### src/rtl/seq_signed_multiplier.sv
// Sequential 16x16 signed multiplier: one shared magnitude complementer, a
// 16-step shift-add over the magnitudes, and a final 32-bit sign correction.

module comple (
    input  logic [15:0] value,
    output logic [15:0] magnitude
);
    // |-32768| wraps to 0x8000, which downstream logic reads as unsigned 32768.
    assign magnitude = value[15] ? (~value + 16'd1) : value;
endmodule

module seq_signed_multiplier (
    input  logic        clk,
    input  logic        rst_n,
    input  logic        start,
    input  logic [15:0] a,
    input  logic [15:0] b,
    output logic        busy,
    output logic        done,
    output logic [31:0] product
);
    typedef enum logic [2:0] {
        IDLE  = 3'd0,
        ABS_A = 3'd1,
        ABS_B = 3'd2,
        MUL   = 3'd3,
        SIGN  = 3'd4
    } state_t;

    state_t      state;
    state_t      state_next;

    logic [15:0] a_reg;
    logic [15:0] b_reg;
    logic        neg;
    logic [15:0] mag_a;
    logic [15:0] mag_b;
    logic [31:0] acc;
    logic [31:0] mcand;
    logic [3:0]  cnt;

    logic [15:0] comple_in;
    logic [15:0] comple_out;

    comple u_comple (
        .value     (comple_in),
        .magnitude (comple_out)
    );

    // The complementer is time-shared; outside the ABS steps it sees 0 so it
    // does not toggle on operand changes.
    always_comb begin
        comple_in = 16'd0;
        case (state)
            ABS_A:   comple_in = a_reg;
            ABS_B:   comple_in = b_reg;
            default: comple_in = 16'd0;
        endcase
    end

    always_ff @(posedge clk or negedge rst_n) begin
        if (!rst_n) state <= IDLE;
        else        state <= state_next;
    end

    // NOTE: every output of this block gets a default first, so no path
    // through the case leaves a signal unassigned and no latch is inferred.
    always_comb begin
        state_next = state;
        case (state)
            IDLE:    if (start) state_next = ABS_A;
            ABS_A:   state_next = ABS_B;
            ABS_B:   state_next = MUL;
            MUL:     if (cnt == 4'd15) state_next = SIGN;
            SIGN:    state_next = IDLE;
            default: state_next = IDLE;
        endcase
    end

    // Busy is decoded from the registered state, so start never reaches it
    // combinationally.
    assign busy = (state != IDLE);

    // NOTE: sequential state uses non-blocking assignments so every register
    // samples the pre-edge values regardless of statement order.
    always_ff @(posedge clk or negedge rst_n) begin
        if (!rst_n) begin
            a_reg   <= 16'd0;
            b_reg   <= 16'd0;
            neg     <= 1'b0;
            mag_a   <= 16'd0;
            mag_b   <= 16'd0;
            acc     <= 32'd0;
            mcand   <= 32'd0;
            cnt     <= 4'd0;
            done    <= 1'b0;
            product <= 32'd0;
        end else begin
            done <= 1'b0;
            case (state)
                IDLE: begin
                    if (start) begin
                        a_reg <= a;
                        b_reg <= b;
                        neg   <= a[15] ^ b[15];
                    end
                end
                ABS_A: mag_a <= comple_out;
                ABS_B: begin
                    mag_b <= comple_out;
                    acc   <= 32'd0;
                    mcand <= {16'd0, mag_a};
                    cnt   <= 4'd0;
                end
                MUL: begin
                    if (mag_b[0]) acc <= acc + mcand;
                    mcand <= mcand << 1;
                    mag_b <= mag_b >> 1;
                    cnt   <= cnt + 4'd1;
                end
                SIGN: begin
                    product <= neg ? (~acc + 32'd1) : acc;
                    done    <= 1'b1;
                end
                default: ;
            endcase
        end
    end
endmodule

### config.mk
export PLATFORM = sky130hd
export DESIGN_NAME = seq_signed_multiplier
export DESIGN_NICKNAME = d
export VERILOG_FILES = /design/src/rtl/seq_signed_multiplier.sv
export SDC_FILE = /design/constraint.sdc
export NUM_CORES = 1
export LEC_CHECK = 0
export BUFFER_PORTS_ARGS = -buffer_cell sky130_fd_sc_hd__buf_2
export CORE_ASPECT_RATIO = 1.25
export CORE_MARGIN = 4
export CORE_UTILIZATION = 45
export CTS_CLUSTER_DIAMETER = 120
export DETAILED_ROUTE_END_ITERATION = 8
export PLACE_DENSITY = 0.62
export SLEW_MARGIN = 20
export SYNTH_ARGS = -nofsm -noshare
export SYNTH_HDL_FRONTEND = slang
export SYNTH_HIERARCHICAL = 1
export SYNTH_SLANG_ARGS = --single-unit
### constraint.sdc
create_clock -name clk -period 2.9 [get_ports clk]
set_input_delay 0.435 -clock clk [delete_from_list [all_inputs] [get_ports clk]]
set_output_delay 0.435 -clock clk [all_outputs]
set_load 0.03 [all_outputs]
# Yosys cells after proc, flatten, opt, wreduce, memory -nomap -nowiden
# Cells that the tools add are included.
# classes
addsub	4
eq_ne	8
muxes	12
bitwise_logic	3
reduce_logical	6
# ops
op	n
$pmux W32 S2	2
$mux W32	2
$pmux W16 S2	2
$add A32 B1 Y32 const B	1
$add A32 B32 Y32	1
$not A32 Y32	1
$add A16 B1 Y16 const B	1
$mux W16	1
$not A16 Y16	1
$pmux W3 S4	1
$pmux W4 S2	1
$eq A3 B2 Y1 const B	2
$mux W3	2
$ne A2 B2 Y1 const B	3
$reduce_and A2 Y1	3
$add A4 B1 Y4 const B	1
$eq A4 B4 Y1 const B	1
$eq A3 B1 Y1 const B	1
$eq A3 B3 Y1 const B	1
$logic_not A3 Y1	1
$reduce_bool A3 Y1	1
$reduce_bool A2 Y1	1
$mux W1	1
$xor A1 B1 Y1	1
# totals
ff_bits	169
inputBits	35
out_inout_bits	34
word_cells	44

# Depth between registers and ports, before layout
# logic_depth
depth_word	6
depth_mapped	13
mapped_depth_nobuf	11

# Modules after synthesis
# Netlist, hierarchy kept.
# by_module_without_submodules
module	instances	cells_each	area_each_um2	seq_area_each_um2
seq_signed_multiplier	1	956	9270.1	4229.1
comple	1	48	365.4	0.0

# Least setup slack after synthesis
# Ideal clock, no wire load.
# synth_timing
kind	reg2reg
startpoint	register state[0]
endpoint	register mag_a[8]
setup_ns	0.125
arrival_ns	2.737
t_required_ns	2.775
path_slack_ns	0.038
stages_incl_launch_ff	13
n_path_buf	4
period_less_slack_ns	2.862
cell_sequence	dfrtp_1 > clkbuf_1 > clkbuf_1 > nor2_1 > clkbuf_1 > a22o_1 > inv_1 > ha_1 > or3b_1 > clkbuf_1 > o41ai_1 > xnor2_1 > mux2_2
# synth_via
elab_chain_len	5
elab_cells_between_ends	6
classes_between	add/sub (1); eq/ne (2); mux (2); bitwise (1)
# synth_rtl
element	line	text
from (decl)	30	state_t state;
from (signal assigned)	63	else state <= state_next;
$eq A3 B2 Y1 / $eq A3 B1 Y1 (equally long branches)	54	case (state)
$pmux W16 S2 (*)	54	
via comple_in[0]	42	logic [15:0] comple_in;
$not A16 Y16 (*)	9	assign magnitude = value[15] ? (~value + 16'd1) : value;
$add A16 B1 Y16 (*)	9	
$mux W16 (*)	9	
via comple_out[8]	43	logic [15:0] comple_out;
to (signal assigned)	108	ABS_A: mag_a <= comple_out;
to (decl)	36	logic [15:0] mag_a;
# Mark *: on every way through the listed nets, which the timed path passes. The rest lies on a longest branch.
# A chain may end at the register's enable or synchronous reset.

# Final worst setup path
# layout_timing
startpoint	register acc[0]
endpoint	register product[29]
# layout_via
elab_chain_len	3
# layout_rtl
element	line	text
from (decl)	38	logic [31:0] acc;
from (signal assigned)	116	if (mag_b[0]) acc <= acc + mcand;
$not A32 Y32	122	product <= neg ? (~acc + 32'd1) : acc;
$add A32 B1 Y32	122	
$mux W32	122	
to (signal assigned)	122	
to (decl)	20	output logic [31:0] product
# No other way between the ends.

==> run summary <==
status = finished clean
Final period util = 96.3%
CTS H-Tree Depth = 4
via-per-instance ratio = 5.36
initial antenna violation count = 0
Core Region = 21000 um^2
Post-synth EDFFs = 0
Synth area leaders = dfrtp_1 (44%), mux2_2 (5.7%), o21ai_0 (5.2%), nand2_1 (5.2%), ha_1 (4.4%)
Synth top area share = 43.9%
crit path time final = 2.79 ns
row count = 59
Avg Cell Area, Syn = 9.60 um^2
leading cell type in the layout, fill and taps excluded = dfrtp_1
Syn. warnings = 6
sequential share of the synthesized area = 43.9%
max-slew violations = 0
number of CTS-inserted buffers = 17
Post-Syn Nets = 1074
Final Hold Vio Count = 0
GRT Util Overall = 17.8%
Final Skew = 0.0119 ns
Initial Util = 46.0%
Root Buffer = clkbuf_16
worst-margin pin slew = 0.796 ns
commonest non-fill, non-tap cells in the layout = dfrtp_1 (164), nand2_1 (132), o21ai_0 (99)
die height = 172 um
Routed WL per cell = 14.8 um
pwr dens = 1140 nW/um^2
First-pass DRT Iterations = 5
placer's final routability congestion estimate = 0.917
setup TNS = 0 ns
share of post-route cells with drive strength above 1 = 23.2%
initial drt markers = 395
first-pass GRT wire length = 35300 um
Setup-failing EPs final = 0
Horiz. Die Dim = 139 um
CP Max Fanout = 5
Reg2Reg Setup Slack = 0.11 ns
fin worst setup slack = 0.107 ns
WL final = 20400 um
hold path depth = 2
Req. time, crit path = 3.20 ns
Top Registers = acc x32, mcand x32, product x32
RR Startpoint = acc[0]
max-cap violations = 0
CTS sink cnt = 169
Pwr Total = 0.0128 W
Bufs on Longest Clock Path = 2
r2r endpoint = product[29]
CTS tree = yes
largest net degree at the start of global routing = 88
kind of critical path = reg2reg
Worst setup SP type = flop
Worst Min Path Start = b[3]
Async SR Flop Fraction = 100%
min-delay worst type = in2reg
antenna-violating nets left = 0
Yosys reg bits = 169
Hold Path Sink = b_reg[3]
area leader, netlist = dfrtp_1
port buffer count = 68
worst skew pair latency = 0.43 ns
final instance area = 11300 um^2
Netlist cell types = 66
placed cell areas = 10500 um^2
CP arrival = 3.09 ns
Slew HR = 46.9%
Detail Placement HPWL = 14900 um
crit end category = flop
IO Count = 69
Setup WS pre-CTS = -0.0425 ns
Post-Synthesis Cells = 1004
Die Area = 23800 um^2
Clock transition at path regs = 0.07 ns
grt ovf = 0
number of global-route vias before repair = 7222
peak supply drop = 0.000718 V
worst r2r path cells = 8
Area Overhead vs Synth = 16.8%
leakage = 5.46 nW
Post-Syn Area = 9640 um^2
RSZ-0062 raised after global routing = true
drt drc = 0
ys flop type = dfrtp_1
WHS = 0.224 ns
Vias = 7355
f_max = 358 MHz
antenna fix cells = 0
final net count = 1156
[cells by family (layout without fill, tap and decap cells)]
kind of cell / after synthesis / in the layout / share of synthesized area, %
AND/OR/NAND/NOR: 304 / 304 / 15.5
AO/OA/AOI/OAI: 260 / 260 / 17.2
flip-flops: 169 / 169 / 43.9
buffers and inverters: 85 / 179 / 3.36
multiplexers: 83 / 83 / 9.26
XOR/XNOR: 68 / 68 / 6.18
adder cells (fa/ha/maj): 35 / 35 / 4.62
[through the flow]
step	utilization [%]	cells
finish	53.7	1372
global route	53.7	1372
CTS	53.1	1367
detailed placement	50.2	1334
global placement	50.2	1334
floorplan	-	1004
[synthesized netlist by cell type, types with 7 or more instances]
cell and count:
o31ai_1 12, xor2_1 36, a31oi_1 9, nor3b_1 7, nand2_1 133, mux2i_1 34, dfrtp_1 169, o21ai_1 22
a22o_1 19, a21oi_1 37, a21o_1 12, ha_1 34, clkbuf_1 60, xnor2_1 32, o21ai_0 100, nor3_1 9
nor2_1 31, nand2b_1 9, or4_1 7, nand3_1 63, mux2_2 49, inv_1 19
[cell type report]
cell class                 instances  area [um^2]
tap                              274          343
timing repair buffer             129          845
inverter                          19         71.3
multi-input combinational        750         5190
fill                            1915         9710
clock inverter                    11          113
clock buffer                      20          457
sequential                       169         4240
[how the worst max path moves through the flow]
stage                        start          end  slack, ns  cells past startpoint
after floorplan           state[0]     mag_a[8]       0.04                     12
after global placement      acc[1]  product[29]     -0.003                      8
after detailed placement    acc[0]  product[30]      -0.04                     12
after CTS                   acc[2]  product[29]       0.04                      8
after global routing        acc[0]  product[29]      -0.09                      8
final                       acc[0]  product[29]       0.11                      8
[per-layer routing]
metal	part of all wire, %	wire length, um	track usage [%]	up-vias
met2	46	9340	29.0	128
met1	49	9920	24.4	3412
li1	-	-	-	3792
met5	0	0	0	-
met4	1.8	363	5.66	0
met3	3.6	733	3.00	23
[report_power, final]
| group | internal (W) | switching, W |
|---|---|---|
| sequential | 0.00308 | 0.000698 |
| clock | 0.00124 | 0.000973 |
| combinational | 0.00326 | 0.00357 |
[critical path: stages, from the launching register on]
cell,delay (ns)
dfrtp_2,0.44
nor4_4,0.32
nand4_1,0.17
or4_4,0.44
or4_4,0.43
or3_4,0.39
o41ai_4,0.23
xor2_1,0.17
o21ai_1,0.07
[timing repair]
action | 4_1_cts | 5_1_grt
pin swaps | 1 | 4
gates resized for setup | 4 | 23
setup buffers | 1 | 5
hold endpoints to repair | 1 | 0
hold buffers | 1 | 0
endpoints found under the setup margin | 7 | 29
Power figures use the tool's default switching activity.
